**src/rtl/mux_scan_pkg.sv**
```systemverilog
// Shared types and helpers for the mux_scanner channel selector.
package mux_scan_pkg;

  typedef enum logic {
    S_DIRECT = 1'b0,
    S_SCAN   = 1'b1
  } state_t;

  // Channel address width; never narrower than one bit.
  function automatic int sel_width(input int channels);
    return (channels > 2) ? $clog2(channels) : 1;
  endfunction

endpackage

```
**src/rtl/mux_scan_next_ch.sv**
```systemverilog
// Combinational search for the lowest unmasked channel above cur, wrapping around.
// none is set (and nxt holds cur) when every channel is masked.
module mux_scan_next_ch
  import mux_scan_pkg::*;
#(
  parameter  int CHANNELS = 16,
  localparam int SEL_W    = sel_width(CHANNELS)
) (
  input  logic [CHANNELS-1:0] mask,
  input  logic [SEL_W-1:0]    cur,
  output logic [SEL_W-1:0]    nxt,
  output logic                none
);

  logic [SEL_W-1:0] idx;

  // Walk from the farthest candidate to the nearest so the nearest one wins.
  always_comb begin
    nxt  = cur;
    none = 1'b1;
    idx  = '0;
    for (int i = CHANNELS; i >= 1; i--) begin
      idx = SEL_W'((int'(cur) + i) % CHANNELS);
      if (!mask[idx]) begin
        nxt  = idx;
        none = 1'b0;
      end
    end
  end

endmodule

```
**src/rtl/mux_scanner.sv**
```systemverilog
// Registered N-channel selector with strobe, optional inversion and auto-scan; one-cycle latency.
// Channel skip mask in scan mode is built only with MUX_SCAN_MASK_EN defined.
module mux_scanner
  import mux_scan_pkg::*;
#(
  parameter  int WIDTH    = 1,
  parameter  int CHANNELS = 16,
  parameter  int DWELL_W  = 8,
  parameter  int INVERT   = 1,
  localparam int SEL_W    = sel_width(CHANNELS)
) (
  input  logic                      clk,
  input  logic                      rst,
  input  logic [CHANNELS*WIDTH-1:0] data_in,
  input  logic                      strobe,
  input  logic [SEL_W-1:0]          sel,
  input  logic                      scan_en,
  input  logic [DWELL_W-1:0]        dwell,
`ifdef MUX_SCAN_MASK_EN
  input  logic [CHANNELS-1:0]       ch_mask,
`endif
  output logic [WIDTH-1:0]          out_data,
  output logic [SEL_W-1:0]          out_ch,
  output logic                      out_valid,
  output logic                      scan_wrap
);

  localparam int               NSLOT   = 1 << SEL_W;
  localparam logic [SEL_W-1:0] LAST_CH = SEL_W'(CHANNELS - 1);
  localparam logic [SEL_W:0]   NCH     = (SEL_W + 1)'(CHANNELS);

  state_t             state_q, state_d;
  logic [SEL_W-1:0]   ch_q, ch_d;
  logic [DWELL_W-1:0] dcnt_q, dcnt_d;
  logic [WIDTH-1:0]   out_data_d;
  logic [SEL_W-1:0]   out_ch_d;
  logic               out_valid_d, scan_wrap_d;

  logic [SEL_W-1:0]   first_ch, cur_ch, next_ch;
  logic [DWELL_W-1:0] cur_dcnt;
  logic               entry, none_unmasked, last_in_pass, sel_ok;
  logic [WIDTH-1:0]   sel_dat, scan_dat;

  // Pad the channel view to a power of two so any address indexes safely.
  logic [WIDTH-1:0] chan [NSLOT];
  for (genvar k = 0; k < NSLOT; k++) begin : g_chan
    if (k < CHANNELS) begin : g_real
      assign chan[k] = data_in[k*WIDTH +: WIDTH];
    end else begin : g_pad
      assign chan[k] = '0;
    end
  end

  assign sel_ok   = ({1'b0, sel} < NCH);
  assign sel_dat  = (INVERT != 0) ? ~chan[sel]    : chan[sel];
  assign scan_dat = (INVERT != 0) ? ~chan[cur_ch] : chan[cur_ch];

  // The entry edge is itself the first scan cycle, seeded with the first channel and a full dwell.
  assign entry    = (state_q == S_DIRECT);
  assign cur_ch   = entry ? first_ch : ch_q;
  assign cur_dcnt = entry ? dwell    : dcnt_q;

`ifdef MUX_SCAN_MASK_EN
  logic [SEL_W-1:0] first_raw;
  logic             first_none, next_none;

  mux_scan_next_ch #(.CHANNELS(CHANNELS)) u_first (
    .mask (ch_mask),
    .cur  (LAST_CH),
    .nxt  (first_raw),
    .none (first_none)
  );

  mux_scan_next_ch #(.CHANNELS(CHANNELS)) u_next (
    .mask (ch_mask),
    .cur  (cur_ch),
    .nxt  (next_ch),
    .none (next_none)
  );

  assign first_ch      = first_none ? '0 : first_raw;
  assign none_unmasked = first_none | next_none;
  assign last_in_pass  = (next_ch <= cur_ch);
`else
  assign first_ch      = '0;
  assign next_ch       = (cur_ch == LAST_CH) ? '0 : cur_ch + SEL_W'(1);
  assign none_unmasked = 1'b0;
  assign last_in_pass  = (cur_ch == LAST_CH);
`endif

  always_ff @(posedge clk or posedge rst) begin
    if (rst) begin
      state_q   <= S_DIRECT;
      ch_q      <= '0;
      dcnt_q    <= '0;
      out_data  <= '0;
      out_ch    <= '0;
      out_valid <= 1'b0;
      scan_wrap <= 1'b0;
    end else begin
      state_q   <= state_d;
      ch_q      <= ch_d;
      dcnt_q    <= dcnt_d;
      out_data  <= out_data_d;
      out_ch    <= out_ch_d;
      out_valid <= out_valid_d;
      scan_wrap <= scan_wrap_d;
    end
  end

  always_comb begin
    state_d = (scan_en && !strobe) ? S_SCAN : S_DIRECT;
  end

  always_comb begin
    out_data_d  = '0;
    out_ch_d    = '0;
    out_valid_d = 1'b0;
    scan_wrap_d = 1'b0;
    ch_d        = '0;
    dcnt_d      = '0;
    if (state_d == S_SCAN) begin
      out_data_d = scan_dat;
      out_ch_d   = cur_ch;
      ch_d       = cur_ch;
      if (cur_dcnt != '0) begin
        dcnt_d = cur_dcnt - DWELL_W'(1);
      end else begin
        dcnt_d = dwell;
        if (!none_unmasked) begin
          out_valid_d = 1'b1;
          scan_wrap_d = last_in_pass;
          ch_d        = next_ch;
        end
      end
    end else if (!strobe) begin
      out_ch_d = sel;
      if (sel_ok) begin
        out_data_d  = sel_dat;
        out_valid_d = 1'b1;
      end
    end
  end

endmodule

```
**config.mk**
```make
export PLATFORM = sky130hd
export DESIGN_NAME = mux_scanner
export DESIGN_NICKNAME = d
export VERILOG_FILES = /design/src/rtl/mux_scan_pkg.sv /design/src/rtl/mux_scan_next_ch.sv /design/src/rtl/mux_scanner.sv
export SDC_FILE = /design/constraint.sdc
export NUM_CORES = 1
export LEC_CHECK = 0
export ABC_AREA = 1
export CELL_PAD_IN_SITES_DETAIL_PLACEMENT = 0
export CELL_PAD_IN_SITES_GLOBAL_PLACEMENT = 2
export CORE_UTILIZATION = 24
export CTS_BUF_LIST = sky130_fd_sc_hd__clkbuf_8
export DETAILED_ROUTE_END_ITERATION = 12
export GPL_ROUTABILITY_DRIVEN = 0
export PLACE_DENSITY_LB_ADDON = 0.1
export REMOVE_ABC_BUFFERS = 1
export SLEW_MARGIN = 30
export SYNTH_ARGS = -nofsm -noshare
export SYNTH_HDL_FRONTEND = slang
export SYNTH_SLANG_ARGS = --single-unit
```
**constraint.sdc**
```tcl
create_clock -name clk -period 1.8 [get_ports clk]
set_input_delay 0.54 -clock clk [delete_from_list [all_inputs] [get_ports clk]]
set_output_delay 0.54 -clock clk [all_outputs]
set_load 0.1 [all_outputs]
```
==> results.tsv <==
metric	value	unit
outcome	completed	
setup_viol	0	
worst-setup-path-type	in2reg	
diodes	0	
rsz0062_at_grt	no	
cts_tree	done	
clock-root-buffer	clkbuf_8	
die-area	0.00700	mm^2
hp-class	reg2reg	
synth_cell_types	28	
rrSetupSlack	0.15	ns
drv_slew	0	
drive_gt1_share	23.3	%
hold_violations	0	
ant_nets	0	
start_kind	input port	
cts.sinks	20	
hpwlAfterDp	3770	um
antenna_found_initial	0	
end_kind	flip-flop	
skew	0.00807	ns
wirelength	4810	um
yosys_warnings	0	
hold_path_end	scan_wrap	
r2r_cells	10	
rows	29	
placed_cells	397	
start_util	25.1	%
syn_area_per_cell	6.28	um^2
max-cap-violations	0	
fin_crit_sh	93.4	%
drtIter0Drc	24	
fin_crit	1.68	ns
clk_path_buf_depth	2	
wl_per_cell	11.9	um
core	0.00639	mm^2
min_path_cells	2	
ios	39	
p_per_area	541	mW/mm^2
critPathRequiredTime	1.95	ns
dieHeight	83.7	um
grt_pass1_vias	1795	
fin_tns_setup	0	ns
worst_hold_slack	0.549	ns
critPathArrivalTime	1.84	ns
synth_area_leaders	dfrtp_1, nand2_1, nand3_1	
grt_max_degree	21	
nets	362	
htree_num_levels	1	
leakage	1.36	nW
worstReg2RegStart	state_q	
vias	1726	
instances_no_fill	403	
overflow	0	
critPathMaxFanout	7	
worstMarginPinSlew	0.270	ns
regToRegEndpoint	ch_q[3]	
die_x	83.7	um
grt.total_usage	14.8	%
finalPower	1.36	mW
syn_area	0.00160	mm^2
first_pass_iters	4	
route.detailed.drc	0	
numCtsBuffers	3	
ir_drop	0.358	mV
yosys.area.top_type	dfrtp_1	
max-slew-margin-rel	82.0	%
syn_inst	255	
syn2layout_area_growth	56.7	%
io_buffers	38	
clkLatencyLatePin	0.26	ns
fmax	595	MHz
synth_top_cell_area_share	31.3	%
path_clk_slew	0.08	ns
grt_pass1_wl	8380	um
synth_seq_cells	20	
min_from	ch_q[3]	
viasPerCell	4.28	
yosysSeqAreaShare	31.3	%
## cells in the mapped netlist
master,number
xor2_1,1
xnor2_1,1
nand2_4,5
nand2_1,78
buf_2,1
o22ai_1,1
nor2_2,2
o21bai_1,1
inv_1,45
ha_1,3
dfrtp_1,20
nor2_1,21
clkbuf_1,3
clkinv_1,1
or2_2,1
a21oi_1,5
o21ai_2,1
clkinv_2,1
buf_4,1
nor4_2,1
a31oi_1,1
nand2_2,7
nor2_4,1
o21ai_0,9
inv_2,1
buf_6,2
o21ai_1,4
nand3_1,37
## logic make-up after synthesis
group | synth area share [%]
flip-flops | 31.3
buffers and inverters | 14.2
AND/OR/NAND/NOR | 43.7
adder cells (fa/ha/maj) | 2.34
AO/OA/AOI/OAI | 7.42
XOR/XNOR | 1.09
## worst max path at each step
stage                  start         to  slack (ns)  cells past startpoint
global route        dwell[5]  dcnt_q[2]       0.004                     10
floorplan            state_q  dcnt_q[3]       -0.07                     10
global placement    dwell[1]  dcnt_q[2]       -0.34                     10
finish              dwell[5]    ch_q[3]        0.12                     10
detailed placement  dwell[1]  dcnt_q[2]       -0.35                     11
CTS                 dwell[0]    ch_q[3]      -0.006                      9
## worst max-delay path, cell delays in order
cell	delay [ns]
clkdlybuf4s50_1	0.41
inv_2	0.07
nand2_1	0.06
nand2_2	0.07
nand2_2	0.08
nor2_4	0.17
nand2_4	0.13
buf_4	0.17
nor2_1	0.10
a21oi_1	0.04
## through the flow
stage / instance area, um^2 / setup WS (ns) / util [%]
floorplan: 1560 / -0.0717 / -
global placement: 2380 / -0.345 / 37.3
detailed placement: 2380 / -0.352 / 37.3
CTS: 2490 / -0.00623 / 38.9
global route: 2510 / 0.00438 / 39.3
finish: 2510 / 0.118 / 39.3
## cell type report
class                   count  area (um^2)
clock inverters             1         30.0
repair buffers             73          746
clock buffers               3         41.3
flip-flops and latches     20          502
fillers                   685         3880
inverters                  48          189
well taps                  77         96.3
multi-input cells         181          906
## cells in the final DEF (no fill, tap or decap), types with 2 or more instances in the layout
master | netlist | final
o21ai_0 | 9 | 8
clkbuf_8 | 0 | 3
nand2_4 | 5 | 5
dfrtp_1 | 20 | 19
nand3_1 | 37 | 37
a21oi_1 | 5 | 5
nor2_2 | 2 | 2
nor2_4 | 1 | 2
o21ai_2 | 1 | 2
nand2_2 | 7 | 10
buf_4 | 1 | 32
dlymetal6s2s_1 | 0 | 2
clkdlybuf4s50_1 | 0 | 28
inv_2 | 1 | 2
inv_1 | 45 | 44
buf_12 | 0 | 9
nor2_1 | 21 | 20
ha_1 | 3 | 2
o21ai_1 | 4 | 4
nand2_1 | 78 | 76
## power by group
| group | leakage, nW | internal (mW) | switching [mW] | total, mW |
|---|---|---|---|---|
| registers | 0.269 | 0.467 | 0.0120 | 0.479 |
| logic | 1.05 | 0.203 | 0.225 | 0.428 |
| clock network | 0.0357 | 0.297 | 0.155 | 0.452 |
| total | 1.36 | 0.966 | 0.392 | 1.36 |
## sequential cells by signal, summed over array words and instances (netlist names)
| signal | count |
|---|---|
| ch_q | 4 |
| dcnt_q | 8 |
| out_ch | 4 |
| out_data | 1 |
| out_valid | 1 |
| scan_wrap | 1 |
| state_q | 1 |
## repair_timing
item,4_1_cts,5_1_grt
pin swaps,5,5
gates cloned,1,0
endpoints found under the setup margin,11,15
hold buffers,0,0
setup buffers,0,1
gates resized for setup,9,7
## per-layer routing
layer	track usage [%]	vias up	wire, um
met5	0	-	0
met3	2.18	2	133
met1	18.3	775	2170
li1	-	921	-
met4	3.39	0	31
met2	26.8	28	2470
(Power assumes the default switching activity.)
